<file path="config.mk">
export PLATFORM = sky130hd
export DESIGN_NAME = gate_sweep_controller
export DESIGN_NICKNAME = d
export VERILOG_FILES = /design/src/rtl/gate_sweep_controller.sv
export SDC_FILE = /design/constraint.sdc
export NUM_CORES = 1
export LEC_CHECK = 0
export BUFFER_PORTS_ARGS = -buffer_cell sky130_fd_sc_hd__buf_4
export CORE_MARGIN = 1.5
export CORE_UTILIZATION = 50
export CTS_BUF_LIST = sky130_fd_sc_hd__clkbuf_16
export CTS_CLUSTER_DIAMETER = 100
export CTS_CLUSTER_SIZE = 14
export DETAILED_ROUTE_END_ITERATION = 16
export GPL_ROUTABILITY_DRIVEN = 0
export PLACE_DENSITY_LB_ADDON = 0.12
export SYNTH_ARGS = -nofsm -noshare
export SYNTH_HDL_FRONTEND = slang
export SYNTH_SLANG_ARGS = --single-unit
</file>
<file path="constraint.sdc">
create_clock -name clk -period 2.1 [get_ports clk]
set_clock_uncertainty 0.2 [all_clocks]
set_input_delay 0.42 -clock clk [delete_from_list [all_inputs] [get_ports clk]]
set_output_delay 0.42 -clock clk [all_outputs]
set_load 0.01 [all_outputs]
</file>
<file path="src/rtl/gate_sweep_controller.sv">
// Self-test sequencer for the 7-function gate unit: steps every gate through all
// a/b combinations, captures y into a truth table and checks it against a golden table.
module gate_sweep_controller #(
  parameter int DWELL_W = 8
) (
  input  logic               clk,
  input  logic               rst_n,
  input  logic               ena,
  input  logic               start,
  input  logic               mode,
  input  logic               step,
  input  logic [DWELL_W-1:0] dwell,
  input  logic               y_in,
  output logic               a_out,
  output logic               b_out,
  output logic [2:0]         sel_out,
  output logic               tt_valid,
  output logic [2:0]         tt_sel,
  output logic [3:0]         tt_row,
  output logic [6:0]         fail_mask,
  output logic               busy,
  output logic               done,
  output logic               pass
);

  typedef enum logic [2:0] {
    IDLE   = 3'd0,
    DRIVE  = 3'd1,
    SAMPLE = 3'd2,
    REPORT = 3'd3,
    DONE   = 3'd4
  } state_t;

  state_t             state_r;
  logic [1:0]         ab_r;
  logic [2:0]         sel_r;
  logic [DWELL_W-1:0] cnt_r;
  logic [3:0]         row_r;
  logic [3:0]         row_s;

  // Expected truth table per gate, bit index {a,b}
  function automatic logic [3:0] golden(input logic [2:0] g);
    logic [3:0] t;
    case (g)
      3'd0:    t = 4'b1000;
      3'd1:    t = 4'b1110;
      3'd2:    t = 4'b0011;
      3'd3:    t = 4'b0111;
      3'd4:    t = 4'b0001;
      3'd5:    t = 4'b0110;
      3'd6:    t = 4'b1001;
      default: t = 4'b0000;
    endcase
    return t;
  endfunction

  // ab_r and sel_r are zeroed whenever the sweep is not running, so these stay registered
  assign a_out   = ab_r[1];
  assign b_out   = ab_r[0];
  assign sel_out = sel_r;

  // Row register with the current sample merged in
  always_comb begin
    row_s        = row_r;
    row_s[ab_r]  = y_in;
  end

  // Sweep FSM and all registered outputs
  always_ff @(posedge clk or negedge rst_n) begin
    if (!rst_n) begin
      state_r   <= IDLE;
      ab_r      <= 2'b00;
      sel_r     <= 3'd0;
      cnt_r     <= {DWELL_W{1'b0}};
      row_r     <= 4'b0000;
      tt_valid  <= 1'b0;
      tt_sel    <= 3'd0;
      tt_row    <= 4'b0000;
      fail_mask <= 7'd0;
      busy      <= 1'b0;
      done      <= 1'b0;
      pass      <= 1'b0;
    end else if (ena) begin
      tt_valid <= 1'b0;
      case (state_r)
        IDLE, DONE: begin
          if (start) begin
            state_r   <= DRIVE;
            ab_r      <= 2'b00;
            sel_r     <= 3'd0;
            cnt_r     <= dwell;
            fail_mask <= 7'd0;
            busy      <= 1'b1;
            done      <= 1'b0;
            pass      <= 1'b0;
          end
        end
        DRIVE: begin
          // Manual mode leaves the counter untouched so a later switch to auto resumes cleanly
          if (mode) begin
            if (step) begin
              state_r <= SAMPLE;
            end
          end else if (cnt_r == {DWELL_W{1'b0}}) begin
            state_r <= SAMPLE;
          end else begin
            cnt_r <= cnt_r - {{(DWELL_W-1){1'b0}}, 1'b1};
          end
        end
        SAMPLE: begin
          row_r <= row_s;
          if (ab_r == 2'b11) begin
            state_r  <= REPORT;
            tt_valid <= 1'b1;
            tt_sel   <= sel_r;
            tt_row   <= row_s;
            if (row_s != golden(sel_r)) begin
              fail_mask[sel_r] <= 1'b1;
            end
          end else begin
            ab_r    <= ab_r + 2'b01;
            cnt_r   <= dwell;
            state_r <= DRIVE;
          end
        end
        REPORT: begin
          ab_r  <= 2'b00;
          cnt_r <= dwell;
          if (sel_r == 3'd6) begin
            state_r <= DONE;
            sel_r   <= 3'd0;
            busy    <= 1'b0;
            done    <= 1'b1;
            pass    <= (fail_mask == 7'd0);
          end else begin
            sel_r   <= sel_r + 3'd1;
            state_r <= DRIVE;
          end
        end
        default: begin
          state_r <= IDLE;
          ab_r    <= 2'b00;
          sel_r   <= 3'd0;
          busy    <= 1'b0;
        end
      endcase
    end
  end

endmodule
</file>
==> results.ini <==
[synthesis]
synthCells = 244
yosys_warnings = 0
synth_simple_gate_area_share_pct = 21.1
combinational_family_with_the_most_area_after_synthesis = simple AND/OR/NAND/NOR gates
seq_total_area_yosys_pct = 43.1
synth-main-ff-cell = dfrtp_1
synthXorXnorAreaFrac_pct = 1.19
syn_nets = 264
post_synth_mux_area_share_pct = 5.39
synth_edf_count = 0
synth_area_leaders = dfrtp_1 (43%), o21ai_0 (6.1%), nand2_1 (4.3%)
synth_async_sr_flop_share_pct = 100
synth_area_in_adders_pct = 2.84
synth_compound_gate_area_share_pct = 20.8
yosys.area.top_type = dfrtp_1
synth.ff_latch_count = 38
post-synth-top-area-fraction_pct = 43.1
synth_area_mm2 = 0.00220
post_synth.cell_area_avg_um2 = 9.04
ys_types = 50

[placed_design]
buffer_ports.inserted = 37
dpl-instance-area_mm2 = 0.00264
hpwlAfterDp_um = 3780

[final_layout]
fin_util_pct = 71.3
antenna_cells_inserted = 0
layout.nets = 320
area.growth.synth_to_final_pct = 33.1
final_area_mm2 = 0.00293
layout_commonest_cell = buf_4
filler_cell_count = 343
mostFrequentLayoutCells = buf_4 (64), dfrtp_1 (35), o21ai_0 (27)
layout-drive-gt1-share_pct = 33.9

[floorplanning]
starting_density_of_the_core_pct = 53.6
io_pins = 38
die_h_um = 69.4
die_area_mm2 = 0.00482
core_region_area_mm2 = 0.00412
row_count = 23
die_w_um = 69.4

[setup_path]
worstPathMaxFanout = 7
setup.worst_path.start_class = register
worst-endpoint-required_ns = 2.07
r2r_start = ab_r[1]
setup.worst_path.end_class = register
worst-endpoint-arrival_ns = 1.97
path_class = reg2reg
ff2ff_path_depth = 7
worst-r2r-setup-slack_ns = 0.1
regToRegEndpoint = fail_mask[3]

[global_routing]
wire_length_of_the_first_global_routing_pass_um = 8850
via_count_of_the_first_global_routing_pass = 1809
antenna_found_initial = 0
grt_usage_pct = 22.7
grt_remaining_overflow = 0
maximum_number_of_pins_on_one_net_before_global_route_repair = 39

[route]
final_antenna_net_count = 0
drt_first_iter_violations = 162
dr_total_vias = 2039
post-route-drc-count = 0
detailedRoute.firstPassIterationCount = 4
drt-wirelength-per-cell_um = 16.0
detail_route.vias_per_cell = 5.81
postRouteWirelength_um = 5610

[clocking]
numClockSinks = 38
tritoncts = done
cts-root-to-sink-buffers = 2
worstSkewPairLatency_ns = 0.28
ctsHtreeMaxLevel = 2
clkSlewWorstSetupHoldPaths_ns = 0.05
cts-buffers-inserted = 5
clock_tree.root_cell = clkbuf_16

[timing]
drv_slew = 0
tightestPinTransition_ns = 0.489
fin_setup_tns_ns = 0
timing.max_slew.rel_slack_pct = 67.4
share_of_the_clock_period_used_by_the_worst_path_after_layout_pct = 95.4
timing.final.setup_violations = 0
finalCriticalPeriod_ns = 2.00
timing_hold_violations_final = 0
maxClockFrequency_mhz = 499
rsz0062_at_grt = no

[power_and_ir_drop]
reported_net_switching_power_mw = 1.59
power.internal_mw = 2.35
pwr_dens_mw_per_mm2 = 1350
seq_power_share_pct = 31.8
clock_power_share_pct = 18.0
power.share.combinational_pct = 50.2
post-layout-total-power_mw = 3.95
irDropWorstVdd_v = 0.000836
p_leak_nw = 1.33
switching_share_of_power_pct = 40.4

[worst_hold_path]
min-delay-path-class = in2reg
worstHoldStart = dwell[7]
hold_depth = 3
worstHoldEndpoint = cnt_r[7]

[run]
max_cap_violations = 0

[outcome]
run_status = completed

## critical path, stage by stage (launching register included)
cell	delay, ns
dfrtp_2	0.43
buf_4	0.15
ha_4	0.18
mux2i_1	0.19
xor2_1	0.27
nor4_4	0.08
buf_4	0.16
o41ai_1	0.23
## Yosys cell counts (2+ instances only)
cell type,number
or4_1,2
o31ai_1,4
o21ai_0,27
a31oi_1,7
and3b_1,2
a21oi_1,17
nor2b_1,4
ha_1,5
o41ai_1,2
nand2b_1,2
clkbuf_1,8
nor3b_1,2
nand3b_1,3
a22oi_1,3
mux2_2,7
nor2_1,20
nor4_1,4
nand3_1,5
dfrtp_1,38
mux2i_1,4
o21ai_1,3
buf_2,7
nor3_1,4
inv_1,9
o22a_1,2
nand2_1,25
o22ai_1,2
xnor2_1,2
a41oi_1,3
## metrics by stage
step	setup WS (ns)	cells	hold WS, ns
after floorplan	0.101	244	-0.0756
after global placement	0.0834	338	0.214
after detailed placement	0.0308	338	0.218
after CTS	0.00892	347	0.224
after global routing	0.00161	351	0.232
final	0.0956	351	0.227
## power groups by stage
stage | logic (mW) | clock network, mW | registers (mW)
global route | 2.17 | 0.749 | 1.29
CTS | 1.70 | 0.729 | 1.22
floorplan | 1.17 | 0 | 1.15
finish | 1.98 | 0.712 | 1.25
global placement | 1.65 | 0 | 1.22
detailed placement | 1.68 | 0 | 1.23
## timing repair
item | CTS | global route
buffers inserted | 0 | 4
hold buffers | 1 | 0
resized for setup | 0 | 21
setup endpoints to repair | 0 | 10
endpoints found under the hold margin | 38 | 0
## flip-flops by register name (all words and copies together), names as in the netlist
name       flops
tt_valid       1
tt_row         4
done           1
pass           1
fail_mask      7
row_r          4
cnt_r          8
tt_sel         3
ab_r           2
busy           1
state_r        3
sel_out        3
## routing by layer
metal | global-route usage [%] | wire length [um] | up-vias
met2 | 34.4 | 2710 | 67
li1 | - | - | 988
met1 | 32.8 | 2490 | 977
met5 | 0 | 0 | -
met4 | 6.97 | 61 | 0
met3 | 4.65 | 352 | 7
## how the worst max path moves through the flow
stage,start,end,slack (ns),depth (start not counted)
6_report,ab_r[1],fail_mask[3],0.1,7
5_1_grt,ab_r[1],fail_mask[1],0.002,8
4_1_cts,ab_r[1],fail_mask[1],0.009,8
3_5_place_dp,ab_r[1],fail_mask[1],0.03,8
3_3_place_gp,ab_r[1],fail_mask[2],0.08,7
2_1_floorplan,ab_r[0],fail_mask[4],0.10,7
## logic make-up after synthesis
family	Yosys count
AO/OA/AOI/OAI	76
XOR/XNOR	3
adder cells (fa/ha/maj)	5
buffers and inverters	27
flip-flops	38
multiplexers	11
AND/OR/NAND/NOR	84
## cell type report
type	count	area (um^2)	area share, %
clock buffers	5	125	4.26
clock inverters	3	12.5	0.426
inverters	10	37.5	1.28
multi-input cells	179	1230	42.0
flip-flops and latches	38	955	32.5
well taps	50	62.6	2.13
repair buffers	66	510	17.4
(Power assumes the default switching activity.)
